--- config.mk ---
export PLATFORM = sky130hd
export DESIGN_NAME = uart_rx_v2
export DESIGN_NICKNAME = d
export VERILOG_FILES = /design/src/rtl/uart_rx_v2.sv
export SDC_FILE = /design/constraint.sdc
export NUM_CORES = 1
export LEC_CHECK = 0
export ABC_AREA = 1
export CORE_MARGIN = 2
export CORE_UTILIZATION = 48
export DETAILED_ROUTE_END_ITERATION = 6
export HOLD_SLACK_MARGIN = 0.02
export PLACE_DENSITY = 0.68
export SLEW_MARGIN = 40
export SYNTH_ARGS = -nofsm -noshare
export SYNTH_HDL_FRONTEND = slang
export SYNTH_SLANG_ARGS = --single-unit
--- constraint.sdc ---
create_clock -name i_clk -period 3.1 [get_ports i_clk]
set_clock_uncertainty 0.2 [all_clocks]
set_input_delay 0.465 -clock i_clk [delete_from_list [all_inputs] [get_ports i_clk]]
set_output_delay 0.465 -clock i_clk [all_outputs]
set_load 0.01 [all_outputs]
--- src/rtl/uart_rx_v2.sv ---
// Parametrised UART receiver with synchroniser, parity/frame/break detection and a
// one-entry valid/ready holding register. Define UART_RX_MAJORITY_EN for 2-of-3 bit voting.
module uart_rx_v2 #(
    parameter int SystemClockFreq = 50_000_000,
    parameter int BaudRate        = 115200,
    parameter int DataLength      = 8,
    parameter int ParityEn        = 0,
    parameter int ParityEven      = 0,
    parameter int StopBits        = 1,
    parameter int SyncStages      = 2
) (
    input  logic                  i_clk,
    input  logic                  i_rst_n,
    input  logic                  i_rx,
    output logic [DataLength-1:0] o_rx_data,
    output logic                  o_rx_valid,
    input  logic                  i_rx_ready,
    output logic                  o_parity_err,
    output logic                  o_frame_err,
    output logic                  o_overrun_err,
    output logic                  o_break,
    output logic                  o_busy
);
    localparam int CyclesPerBit = SystemClockFreq / BaudRate;
    localparam int Half         = CyclesPerBit / 2;
    localparam int CntW         = $clog2(CyclesPerBit);
`ifdef UART_RX_MAJORITY_EN
    localparam int DecideAt     = Half + 1;
`else
    localparam int DecideAt     = Half;
`endif
    localparam logic [CntW-1:0] CntMax   = CntW'(CyclesPerBit - 1);
    localparam logic [CntW-1:0] CntDec   = CntW'(DecideAt);
    localparam logic [3:0]      LastData = 4'(DataLength - 1);
    localparam logic [3:0]      LastStop = 4'(StopBits - 1);

    typedef enum logic [2:0] {IDLE, START, DATA, PARITY, STOP, WAIT_IDLE} state_t;

    logic [SyncStages-1:0] sync_reg;
    logic                  rx_s;
    state_t                state_reg, state_next;
    logic [CntW-1:0]       clk_cnt_reg, clk_cnt_next;
    logic [3:0]            bit_cnt_reg, bit_cnt_next;
    logic [DataLength-1:0] shift_reg, shift_next;
    logic                  perr_reg, perr_next;
    logic                  ferr_reg, ferr_next;
    logic                  par_bit_reg, par_bit_next;
    logic                  sample_tick, bit_val, ferr_final, exp_par;
    logic                  deliver, brk_det, handshake;
    logic [DataLength-1:0] data_reg;
    logic                  valid_reg, perr_out_reg, ferr_out_reg, overrun_reg, break_reg;

    assign rx_s        = sync_reg[SyncStages-1];
    assign sample_tick = (clk_cnt_reg == CntDec);

`ifdef UART_RX_MAJORITY_EN
    logic samp_a_reg, samp_b_reg;

    always_ff @(posedge i_clk or negedge i_rst_n) begin
        if (!i_rst_n) begin
            samp_a_reg <= 1'b1;
            samp_b_reg <= 1'b1;
        end else begin
            if (clk_cnt_reg == CntW'(Half - 1)) samp_a_reg <= rx_s;
            if (clk_cnt_reg == CntW'(Half))     samp_b_reg <= rx_s;
        end
    end

    assign bit_val = (samp_a_reg & samp_b_reg) | (samp_a_reg & rx_s) | (samp_b_reg & rx_s);
`else
    assign bit_val = rx_s;
`endif

    always_ff @(posedge i_clk or negedge i_rst_n) begin
        if (!i_rst_n) begin
            sync_reg    <= '1;
            state_reg   <= IDLE;
            clk_cnt_reg <= '0;
            bit_cnt_reg <= '0;
            shift_reg   <= '0;
            perr_reg    <= 1'b0;
            ferr_reg    <= 1'b0;
            par_bit_reg <= 1'b0;
        end else begin
            sync_reg    <= {sync_reg[SyncStages-2:0], i_rx};
            state_reg   <= state_next;
            clk_cnt_reg <= clk_cnt_next;
            bit_cnt_reg <= bit_cnt_next;
            shift_reg   <= shift_next;
            perr_reg    <= perr_next;
            ferr_reg    <= ferr_next;
            par_bit_reg <= par_bit_next;
        end
    end

    always_comb begin
        state_next   = state_reg;
        clk_cnt_next = (clk_cnt_reg == CntMax) ? '0 : clk_cnt_reg + 1'b1;
        bit_cnt_next = bit_cnt_reg;
        shift_next   = shift_reg;
        perr_next    = perr_reg;
        ferr_next    = ferr_reg;
        par_bit_next = par_bit_reg;
        deliver      = 1'b0;
        brk_det      = 1'b0;
        ferr_final   = ferr_reg | ~bit_val;
        exp_par      = (ParityEven != 0) ? ^shift_reg : ~^shift_reg;
        case (state_reg)
            IDLE: begin
                // Per-frame state is cleared here so each frame starts clean.
                clk_cnt_next = '0;
                bit_cnt_next = '0;
                perr_next    = 1'b0;
                ferr_next    = 1'b0;
                par_bit_next = 1'b0;
                if (!rx_s) state_next = START;
            end
            START: begin
                if (sample_tick) state_next = bit_val ? IDLE : DATA;
            end
            DATA: begin
                if (sample_tick) begin
                    shift_next   = {bit_val, shift_reg[DataLength-1:1]};
                    bit_cnt_next = bit_cnt_reg + 1'b1;
                    if (bit_cnt_reg == LastData) begin
                        bit_cnt_next = '0;
                        state_next   = (ParityEn != 0) ? PARITY : STOP;
                    end
                end
            end
            PARITY: begin
                if (sample_tick) begin
                    par_bit_next = bit_val;
                    perr_next    = (bit_val != exp_par);
                    state_next   = STOP;
                end
            end
            STOP: begin
                if (sample_tick) begin
                    ferr_next    = ferr_final;
                    bit_cnt_next = bit_cnt_reg + 1'b1;
                    if (bit_cnt_reg == LastStop) begin
                        // Frame ends at the last stop sample, not at the end of its bit period.
                        if (shift_reg == '0 && !par_bit_reg && ferr_final) begin
                            brk_det    = 1'b1;
                            state_next = WAIT_IDLE;
                        end else begin
                            deliver    = 1'b1;
                            state_next = ferr_final ? WAIT_IDLE : IDLE;
                        end
                    end
                end
            end
            WAIT_IDLE: begin
                if (rx_s) state_next = IDLE;
            end
            default: state_next = IDLE;
        endcase
    end

    assign handshake = valid_reg & i_rx_ready;

    always_ff @(posedge i_clk or negedge i_rst_n) begin
        if (!i_rst_n) begin
            data_reg     <= '0;
            valid_reg    <= 1'b0;
            perr_out_reg <= 1'b0;
            ferr_out_reg <= 1'b0;
            overrun_reg  <= 1'b0;
            break_reg    <= 1'b0;
        end else begin
            break_reg <= brk_det;
            if (deliver) begin
                if (!valid_reg || handshake) begin
                    data_reg     <= shift_reg;
                    perr_out_reg <= perr_reg;
                    ferr_out_reg <= ferr_final;
                    valid_reg    <= 1'b1;
                end else begin
                    overrun_reg  <= 1'b1;
                end
            end else if (handshake) begin
                valid_reg   <= 1'b0;
                overrun_reg <= 1'b0;
            end
        end
    end

    assign o_rx_data     = data_reg;
    assign o_rx_valid    = valid_reg;
    assign o_parity_err  = perr_out_reg;
    assign o_frame_err   = ferr_out_reg;
    assign o_overrun_err = overrun_reg;
    assign o_break       = break_reg;
    assign o_busy        = (state_reg != IDLE);
endmodule

# Word-level counts from Yosys, hierarchy flattened
# Cells that the tools add are included.
[classes]
addsub = 2
n_eq_ne = 19
muxes = 37
n_bitwise = 3
n_reduce_logical = 22
[op_table]
columns = ["operator", "n"]
rows = [
  ["2-to-1 mux 3 bit", 10],
  ["2-to-1 mux 9 bit", 2],
  ["!= test 2 bit, second input constant", 9],
  ["case mux 3 bit (6 select lines)", 1],
  ["2-to-1 mux 1 bit", 16],
  ["2-to-1 mux 4 bit", 3],
  ["case mux 4 bit (3 select lines)", 1],
  ["AND reduction 2 bit", 6],
  ["adder 9 x 1 -> 9 bit, second input constant", 1],
  ["== test 9 x 8 -> 1 bit, second input constant", 1],
  ["== test 9 bit, second input constant", 1],
  ["logical NOT 8 bit", 1],
  ["AND reduction 8 bit", 1],
  ["XNOR reduction 8 bit", 1],
  ["== test 3 x 2 -> 1 bit, second input constant", 2],
  ["== test 3 bit, second input constant", 2],
  ["case mux 1 bit (2 select lines)", 3],
  ["nonzero test 2 bit", 3],
  ["nonzero test 3 bit", 2],
  ["adder 4 x 1 -> 4 bit, second input constant", 1],
  ["== test 4 x 3 -> 1 bit, second input constant", 1],
  ["logical NOT 4 bit", 1],
  ["== test 3 x 1 -> 1 bit, second input constant", 1],
  ["logical NOT 3 bit", 1],
  ["10 further kinds", 12],
]
[word_totals]
regBits = 42
input_bits = 4
out_inout_bits = 14
wordCells = 97

# Logic depth before layout (Yosys ltp)
# Gate-level depths: netlist (run 1).
[logic_depth]
ltp_word = 9
mapped_depth = 11
depth_no_buf = 11

# Least setup slack after synthesis (run 1)
# OpenSTA, ideal clock, no wires.
[synth_path]
path_kind = "register to register"
startpoint = "register clk_cnt_reg[1]"
endpoint = "register ferr_out_reg (netlist: o_frame_err)"
setup_ns = 0.117
t_arrival_ns = 1.296
required_time_ns = 2.783
setup_slack_ns = 1.487
stages_incl_launch_ff = 10
path_buffers = 0
period_less_slack_ns = 1.613
path_cell_list = "dfrtp_1 -> inv_1 -> ha_1 -> nand2_1 -> nor2_4 -> nand2_4 -> nor2_4 -> nand4_4 -> nand2_1 -> nand2_1"
[synth_via]
elab_chain_len = 4
[synth_lines]
columns = ["element", "line_no", "text"]
rows = [
  ["start: declaration", "42", "logic [CntW-1:0] clk_cnt_reg, clk_cnt_next;"],
  ["start signal: assignment", "87", "clk_cnt_reg <= clk_cnt_next;"],
  ["== test 9 x 8 -> 1 bit", "54", "assign sample_tick = (clk_cnt_reg == CntDec);"],
  ["2-to-1 mux 1 bit", "139", "if (sample_tick) begin"],
  ["2-to-1 mux 1 bit", "108", "case (state_reg)"],
  ["AND reduction 2 bit (no line)", "-", ""],
  ["end signal: assignment", "177", "ferr_out_reg <= ferr_final;"],
  ["end: declaration", "51", "logic valid_reg, perr_out_reg, ferr_out_reg, overrun_reg, break_reg;"],
]
# Every way passes these cells.
# A chain may end at the register's enable or synchronous reset.

# Worst setup path in the final report (run 1)
[layout_path]
startpoint = "register state_reg[2]"
endpoint = "output o_busy"
[layout_via]
elab_chain_len = 1
[layout_lines]
columns = ["element", "line_no", "text"]
rows = [
  ["start: declaration", "41", "state_t state_reg, state_next;"],
  ["start signal: assignment", "86", "state_reg <= state_next;"],
  ["nonzero test 3 bit", "195", "assign o_busy = (state_reg != IDLE);"],
  ["end: declaration", "22", "output logic o_busy"],
]
# Every way passes these cells.

==> impl_metrics.env, run 1 <==
export IMPL_grt_pass1_wl_mm=7.072
export IMPL_slew_headroom_pct=64.78
export IMPL_postSynthAreaPerCell_um2=8.450
export IMPL_num_io_pins=18
export IMPL_dr_pass1_iters=4
export IMPL_p_leak_uw=0.001364
export IMPL_register_area_um2=1054
export IMPL_grt_start_max_net_pins=43
export IMPL_multi_input_area_um2=1112
export IMPL_vias=1755
export IMPL_hpwl_mm=3.058
export IMPL_drt_iter0_markers=62
export IMPL_ant_nets=0
export IMPL_placed_area_um2=2547
export IMPL_critPathLaunchType="flop"
export IMPL_drive_above_1_share_pct=18.06
export IMPL_cts_sinks=42
export IMPL_grt_pass1_vias=1585
export IMPL_fp_row_count=25
export IMPL_antenna_found_initial=0
export IMPL_finalCriticalPeriod_ns=2.307
export IMPL_crit_type="reg -> out"
export IMPL_power_uw=1098
export IMPL_gp_congestion=0.8682
export IMPL_overflow=0
export IMPL_dieArea_um2=5432
export IMPL_netlist_instances=276
export IMPL_rsz0062_at_grt="false"
export IMPL_cp_end_kind="output port"
export IMPL_fin_area_um2=2695
export IMPL_fill_cells=428
export IMPL_placement_io_buffers=17
export IMPL_cts_tree="built"
export IMPL_yosysWarningCount=0
export IMPL_diodes=0
export IMPL_syn_nets=288
export IMPL_final_common_cell="nand2_1"
export IMPL_fin_tns_setup_ns=0
export IMPL_cap_violations=0
export IMPL_ir_worst_vdd_v=0.0002851
export IMPL_ys_seq_elements=42
export IMPL_syn_area_um2=2332
export IMPL_post_cts_buffers=0
export IMPL_worst_skew_pair_late_latency_ns=0.30
export IMPL_fmaxAchievable_mhz=433.5
export IMPL_drc=0
export IMPL_final_nets=310
export IMPL_coreArea_um2=4692
export IMPL_outcome="finished, final reports clean"
export IMPL_cp_required_ns=2.43
export IMPL_path_clk_slew_ns=0.08
export IMPL_vias_per_cell=4.972
export IMPL_cts_root_buf="clkbuf_8"
export IMPL_ys_types=31
export IMPL_synth_seq_area_share_pct=45.17
export IMPL_clk_path_buf_depth=2
export IMPL_syn_to_final_growth_pct=15.56
export IMPL_cp_max_fo=8
export IMPL_final_cell_mix="nand2_1 (86), dfrtp_1 (40), inv_1 (29), nor2_1 (23), clkdlybuf4s50_1 (16)"
export IMPL_gr_usage_all_layers_pct=17.03
export IMPL_slew_violations=0
export IMPL_htreeDepth=2
export IMPL_report_final_hold_viol_count=0
export IMPL_drt_wl_total_mm=4.115
export IMPL_wire_per_inst_um=11.66
export IMPL_die_h_um=73.71
export IMPL_cp_arrival_ns=1.64
export IMPL_fin_util_pct=57.44
export IMPL_die_w_um=73.71
export IMPL_floorplan_initialDensity_pct=49.71
export IMPL_place_inst=344
export IMPL_cts_buffers_inserted=5
export IMPL_power_density_nw_per_um2=407.4
export IMPL_finalNonFillerCells=353
export IMPL_setup_viol=0
export IMPL_largest_register_ffs=9
export IMPL_hold_class="reg -> reg"
export IMPL_fin_crit_sh_pct=74.41
export IMPL_worstMarginPinSlew_ns=0.5283
==> cell usage after synthesis (all sizes together) <==
master,number,area [µm²]
a21oi,1,5.000
ha,8,100.1
nand4,14,102.6
nor3,4,25.02
o21ai,13,102.6
xor2,4,35.03
inv,39,146.4
dfrtp,40,1001
o21bai,1,7.510
nand2,96,400.4
buf,2,16.26
dfstp,2,52.55
nand3b,1,7.510
clkbuf,1,3.750
xnor2,2,17.52
nor4,1,6.260
nor3b,1,7.510
nor2,32,200.2
nand3,14,95.09
==> power by group <==
part | internal (µW) | switching [µW]
registers | 551 | 2.53
logic | 9.10 | 18.9
clock network | 323 | 194
==> stage by stage <==
stage          hold slack, ns  worst slack [ns]
2_1_floorplan        -0.03059             1.487
6_report               0.1588            0.7932
4_1_cts                0.1607            0.7963
3_5_place_dp           0.1485             1.085
3_3_place_gp           0.1465             1.115
5_1_grt                0.1617            0.7234
==> timing repair <==
| item | in CTS | in global routing |
|---|---|---|
| hold buffers | 1 | 0 |
| endpoints found under the hold margin | 40 | 0 |
| gates resized for setup | 0 | 0 |
| endpoints found under the setup margin | 0 | 0 |
==> cells by family (layout without fill, tap and decap cells) <==
family	Yosys count	count (layout)	share of synthesized area [%]
and+or+nand+nor	163	163	36.21
AOI/OAI and AO/OA	15	15	4.935
xor gates and xnor gates	6	6	2.253
buffers and inverters	42	65	7.135
adders and majority gates	8	8	4.292
DFF	42	42	45.17
==> path summary, 6_finish.rpt <==
kind	start	end	slack (ns)	depth (start not counted)
worst max register to register	clk_cnt_reg[1]$_DFF_PN0_	o_rx_data[5]$_DFFE_PN0P_	1.30	9
worst min register to register	sync_reg[0]$_DFF_PN1_	sync_reg[1]$_DFF_PN1_	0.16	0
worst min-delay path	sync_reg[0]$_DFF_PN1_	sync_reg[1]$_DFF_PN1_	0.16	0
min in group asynchronous	i_rst_n	state_reg[0]$_DFFE_PN0P_	0.47	2
max in group asynchronous	i_rst_n	o_rx_valid$_DFFE_PN0P_	1.84	2
worst max-delay path	state_reg[2]$_DFFE_PN0P_	o_busy	0.79	3
==> cell type report <==
type	count	area share (%)
clock buffers	5	2.553
clock inverters	3	2.553
inverters	39	5.432
multi-input cells	192	41.27
flip-flops and latches	42	39.09
well taps	54	2.507
repair buffers	18	6.592
==> per-layer routing <==
layer	share of wire, %	track usage [%]	routed length, µm	up-vias
met2	43	25.40	1777	28
met4	1.8	6.061	76	0
met3	3.7	4.527	153	9
li1	-	-	-	909
met1	51	23.82	2108	809
met5	0	0	0	-
==> critical path: stages (launching register included) <==
cell and delay [ns]:
dfrtp_1 0.46, inv_2 0.11, nand2_2 0.20, clkdlybuf4s50_1 0.57
Note: power is estimated with default switching activity, not from simulation.
==> inputs of run 2 (changes only) <==
--- a/config.mk
+++ b/config.mk
@@ -10,7 +10,7 @@
 export CORE_UTILIZATION = 48
 export DETAILED_ROUTE_END_ITERATION = 6
 export HOLD_SLACK_MARGIN = 0.02
-export PLACE_DENSITY = 0.68
+export PLACE_DENSITY = 0.7
 export SLEW_MARGIN = 40
 export SYNTH_ARGS = -nofsm -noshare
 export SYNTH_HDL_FRONTEND = slang
==> constraint.sdc (replaced) <==
create_clock -name i_clk -period 1.98 [get_ports i_clk]
set_clock_uncertainty 0.2 [all_clocks]
set_input_delay 0.297 -clock i_clk [delete_from_list [all_inputs] [get_ports i_clk]]
set_output_delay 0.297 -clock i_clk [all_outputs]
set_load 0.01 [all_outputs]
==> run 2 against run 1 <==
- clock-buffer cell count unchanged
- design area fell by 0.28%
- worst setup slack got worse by 0.56 ns
- highest routed layer unchanged
==> impl_metrics.env, run 2 (synthesized netlist as in run 1, its figures left out) <==
export IMPL_final_common_cell="nand2_1"
export IMPL_slew_headroom_pct=63.67
export IMPL_final_nets=315
export IMPL_gp_congestion=0.8544
export IMPL_fill_cells=428
export IMPL_cp_arrival_ns=1.74
export IMPL_ir_worst_vdd_v=0.0003164
export IMPL_startpoint="clk_cnt_reg[1]$_DFF_PN0_"
export IMPL_placement_io_buffers=17
export IMPL_fin_tns_setup_ns=0
export IMPL_report_final_hold_viol_count=0
export IMPL_power_uw=1460
export IMPL_cp_max_fo=10
export IMPL_antenna_found_initial=0
export IMPL_r2r_start="clk_cnt_reg[1]$_DFF_PN0_"
export IMPL_grt_pass1_vias=1672
export IMPL_rsz0062_at_grt="false"
export IMPL_crit_type="reg -> reg"
export IMPL_syn_to_final_growth_pct=15.24
export IMPL_dieArea_um2=5432
export IMPL_cp_required_ns=1.97
export IMPL_setup_ws_ns=0.2333
export IMPL_grt_pass1_wl_mm=7.238
export IMPL_worstMarginPinSlew_ns=0.5450
export IMPL_vias_per_cell=4.911
export IMPL_r2r_setup_slack_ns=0.23
export IMPL_cts_buffers_inserted=5
export IMPL_gr_usage_all_layers_pct=17.07
export IMPL_hold_end="sync_reg[1]$_DFF_PN1_"
export IMPL_hpwl_mm=3.150
export IMPL_slew_violations=0
export IMPL_largest_register_ffs=9
export IMPL_die_h_um=73.71
export IMPL_floorplan_initialDensity_pct=49.71
export IMPL_finalCriticalPeriod_ns=1.747
export IMPL_holdPathStages=0
export IMPL_final_cell_mix="nand2_1 (86), dfrtp_1 (38), inv_1 (29), nor2_1 (23), clkdlybuf4s50_1 (15)"
export IMPL_grt_start_max_net_pins=26
export IMPL_fmaxAchievable_mhz=572.5
export IMPL_wire_per_inst_um=11.34
export IMPL_reg2reg_to="o_rx_data[2]$_DFFE_PN0P_"
export IMPL_pre_cts_slack_ns=0.2308
export IMPL_drt_iter0_markers=102
export IMPL_critPathLaunchType="flop"
export IMPL_cts_sinks=42
export IMPL_r2r_worst_path_cells=9
export IMPL_place_inst=349
export IMPL_hp_start="sync_reg[0]$_DFF_PN1_"
export IMPL_fp_row_count=25
export IMPL_worst_skew_pair_late_latency_ns=0.29
export IMPL_drt_wl_total_mm=4.060
export IMPL_coreArea_um2=4692
export IMPL_setup_viol=0
export IMPL_drc=0
export IMPL_ant_nets=0
export IMPL_p_leak_uw=0.001358
export IMPL_vias=1758
export IMPL_num_io_pins=18
export IMPL_die_w_um=73.71
export IMPL_htreeDepth=2
export IMPL_diodes=0
export IMPL_hold_class="reg -> reg"
export IMPL_path_clk_slew_ns=0.08
export IMPL_finalNonFillerCells=358
export IMPL_fin_hold_ws_ns=0.1598
export IMPL_dr_pass1_iters=4
export IMPL_drive_above_1_share_pct=20.07
export IMPL_cap_violations=0
export IMPL_outcome="finished, final reports clean"
export IMPL_cp_end_kind="flop"
export IMPL_cts_tree="built"
export IMPL_power_density_nw_per_um2=543.1
export IMPL_cts_root_buf="clkbuf_8"
export IMPL_fin_crit_sh_pct=88.22
export IMPL_overflow=0
export IMPL_clk_path_buf_depth=2
[run 2: cell type report]
type,instances,area (µm²),area share [%]
multi-input combinational,192,1112,41.39
clock buffer,5,68.82,2.561
tap,54,67.56,2.514
timing repair buffer,23,215.2,8.007
inverter,39,146.4,5.447
sequential,42,1056,39.29
clock inverter,3,21.27,0.7914
[run 2: per-stage QoR]
stage | util (%) | instance area, µm²
global route | 57.28 | 2688
finish | 57.28 | 2688
floorplan | - | 2332
CTS | 57.23 | 2685
detailed placement | 55.04 | 2582
global placement | 55.04 | 2582
[run 2: where the power goes]
| part | internal (µW) | leakage [µW] | switching [µW] |
|---|---|---|---|
| clock network | 248 | 0.0000441 | 298 |
| logic | 17.5 | 0.000753 | 31.2 |
| registers | 863 | 0.000561 | 2.37 |
[run 2: how the worst max path moves through the flow]
stage | depth (start not counted) | end | slack [ns]
final | 9 | o_rx_data[2]$_DFFE_PN0P_ | 0.23
after global routing | 9 | o_rx_data[2]$_DFFE_PN0P_ | 0.1
after CTS | 3 | o_busy | 0.01
after detailed placement | 9 | o_rx_data[2]$_DFFE_PN0P_ | 0.23
after global placement | 9 | o_rx_data[5]$_DFFE_PN0P_ | 0.28
after floorplan | 9 | o_frame_err$_DFFE_PN0P_ | 0.37
[run 2: what timing repair did]
| action | 4_1_cts | 5_1_grt |
|---|---|---|
| resized for setup | 2 | 1 |
| endpoints found under the hold margin | 21 | 0 |
| cloned | 0 | 0 |
| setup endpoints to repair | 1 | 1 |
| setup buffers | 0 | 0 |
| hold buffers | 1 | 0 |
[run 2: layer usage]
layer | track usage, % | wire, µm | part of all wire (%) | vias to the layer above
met1 | 23.69 | 2011 | 50 | 805
li1 | - | - | - | 920
met4 | 5.859 | 55 | 1.4 | 0
met3 | 3.704 | 123 | 3.0 | 5
met5 | 0 | 0 | 0 | -
met2 | 26.39 | 1870 | 46 | 28
[run 2: worst max-delay path, stage by stage, from the launching register on]
cell     delay [ns]
dfrtp_1        0.42
inv_1          0.07
ha_1           0.16
nand2_1        0.11
nor2_4         0.21
nand2_4        0.07
nor2_4         0.11
nand4_4        0.15
nand2_1        0.10
nand2_1        0.05
==> inputs of run 3 (changes only) <==
--- a/config.mk
+++ b/config.mk
@@ -11,6 +11,7 @@
 export DETAILED_ROUTE_END_ITERATION = 6
 export HOLD_SLACK_MARGIN = 0.02
 export PLACE_DENSITY = 0.7
+export REMOVE_ABC_BUFFERS = 1
 export SLEW_MARGIN = 40
 export SYNTH_ARGS = -nofsm -noshare
 export SYNTH_HDL_FRONTEND = slang
==> run 3 against run 2 <==
- via count up 3.0%
- largest power group unchanged
- largest cell class unchanged
- global-route usage up 0.69 points
- worst setup slack worse by 0.19 ns
- clock power up 24%
==> impl_metrics.env, run 3 (synthesized netlist as in run 1, its figures left out) <==
export IMPL_power_uw=1590
export IMPL_crit_type="reg -> out"
export IMPL_cts_sinks=42
export IMPL_hold_end="sync_reg[1]$_DFF_PN1_"
export IMPL_ir_worst_vdd_v=0.0002419
export IMPL_clk_path_buf_depth=2
export IMPL_r2r_start="clk_cnt_reg[1]$_DFF_PN0_"
export IMPL_pre_cts_slack_ns=0.2076
export IMPL_floorplan_initialDensity_pct=49.71
export IMPL_wire_per_inst_um=11.84
export IMPL_grt_start_max_net_pins=21
export IMPL_cts_buffers_inserted=5
export IMPL_grt_pass1_vias=1729
export IMPL_antenna_found_initial=0
export IMPL_hp_start="sync_reg[0]$_DFF_PN1_"
export IMPL_worstMarginPinSlew_ns=0.4340
export IMPL_r2r_setup_slack_ns=0.19
export IMPL_gp_congestion=0.8853
export IMPL_holdPathStages=0
export IMPL_coreArea_um2=4692
export IMPL_cp_max_fo=5
export IMPL_hpwl_mm=3.214
export IMPL_multi_input_area_um2=1117
export IMPL_slew_headroom_pct=71.07
export IMPL_diodes=0
export IMPL_register_area_um2=1057
export IMPL_syn_to_final_growth_pct=17.22
export IMPL_fmaxAchievable_mhz=517.0
export IMPL_drt_iter0_markers=97
export IMPL_final_nets=318
export IMPL_fill_cells=455
export IMPL_path_clk_slew_ns=0.08
export IMPL_placement_io_buffers=17
export IMPL_worst_skew_pair_late_latency_ns=0.30
export IMPL_fin_crit_sh_pct=97.68
export IMPL_gr_usage_all_layers_pct=17.77
export IMPL_die_h_um=73.71
export IMPL_cp_required_ns=1.48
export IMPL_cp_arrival_ns=1.44
export IMPL_r2r_worst_path_cells=9
export IMPL_drt_wl_total_mm=4.276
export IMPL_dieArea_um2=5432
export IMPL_power_density_nw_per_um2=581.7
export IMPL_die_w_um=73.71
export IMPL_cap_violations=0
export IMPL_slew_violations=0
export IMPL_largest_register_ffs=9
export IMPL_drive_above_1_share_pct=20.85
export IMPL_fp_row_count=25
export IMPL_p_leak_uw=0.001382
export IMPL_vias=1810
export IMPL_dr_pass1_iters=4
export IMPL_critPathLaunchType="flop"
export IMPL_setup_ws_ns=0.04588
export IMPL_vias_per_cell=5.014
export IMPL_fin_hold_ws_ns=0.1642
export IMPL_hold_class="reg -> reg"
export IMPL_grt_pass1_wl_mm=7.521
export IMPL_ant_nets=0
export IMPL_num_io_pins=18
export IMPL_htreeDepth=2
export IMPL_final_cell_mix="nand2_1 (86), dfrtp_1 (37), inv_1 (29), nor2_1 (23), clkdlybuf4s50_1 (16)"
export IMPL_setup_viol=0
export IMPL_drc=0
export IMPL_cp_end_kind="output port"
export IMPL_report_final_hold_viol_count=0
export IMPL_cts_tree="built"
export IMPL_finalCriticalPeriod_ns=1.934
export IMPL_reg2reg_to="o_rx_data[5]$_DFFE_PN0P_"
export IMPL_outcome="finished, final reports clean"
export IMPL_cts_root_buf="clkbuf_8"
export IMPL_overflow=0
export IMPL_final_common_cell="nand2_1"
run 3: worst max-delay path, cell delays in order, from the launching register on:
cell and delay, ns:
dfrtp_2 0.47, nor2_4 0.13, nand2_2 0.07, clkdlybuf4s50_1 0.48
run 3: worst max-delay path by stage:
| stage | startpoint | end | slack, ns | depth (start not counted) |
|---|---|---|---|---|
| after floorplan | clk_cnt_reg[1]$_DFF_PN0_ | o_frame_err$_DFFE_PN0P_ | 0.36 | 9 |
| after global placement | shift_reg[6]$_DFFE_PN0P_ | o_rx_data[5]$_DFFE_PN0P_ | 0.27 | 10 |
| after detailed placement | clk_cnt_reg[1]$_DFF_PN0_ | o_rx_data[5]$_DFFE_PN0P_ | 0.21 | 9 |
| after CTS | state_reg[1]$_DFFE_PN0P_ | o_busy | 0.03 | 3 |
| after global routing | state_reg[0]$_DFFE_PN0P_ | o_busy | -0.01 | 3 |
| final | state_reg[0]$_DFFE_PN0P_ | o_busy | 0.05 | 3 |
run 3: what timing repair did:
item,CTS,global route
setup buffers,0,3
endpoints found under the setup margin,1,1
gates resized for setup,4,0
hold endpoints to repair,18,0
hold buffers,1,0
run 3: power breakdown:
part,total [µW],internal (µW),switching [µW]
combinational,49.2,17.5,31.7
sequential,865,863,2.41
clock,676,376,300
run 3: per-layer routing:
layer / global-route usage, % / up-vias / part of all wire [%]
met5: 0 / - / 0
met4: 6.869 / 0 / 1.5
met3: 3.704 / 6 / 3.7
met2: 27.48 / 33 / 46
li1: - / 926 / -
met1: 24.37 / 845 / 49
run 3: cell type report:
cell class	count	share of cell area [%]
sequential	42	38.67
timing repair buffer	26	8.604
multi-input combinational	192	40.87
clock inverter	2	1.373
inverter	39	5.355
tap	54	2.471
clock buffer	6	2.654
run 3: metrics by stage:
stage / TNS [ns] / util (%) / instances / instance area (µm²)
floorplan: 0 / - / 273 / 2312
global placement: 0 / 55.04 / 349 / 2582
detailed placement: 0 / 55.04 / 349 / 2582
CTS: 0 / 57.79 / 358 / 2711
global route: -0.01005 / 58.27 / 361 / 2734
finish: 0 / 58.27 / 361 / 2734
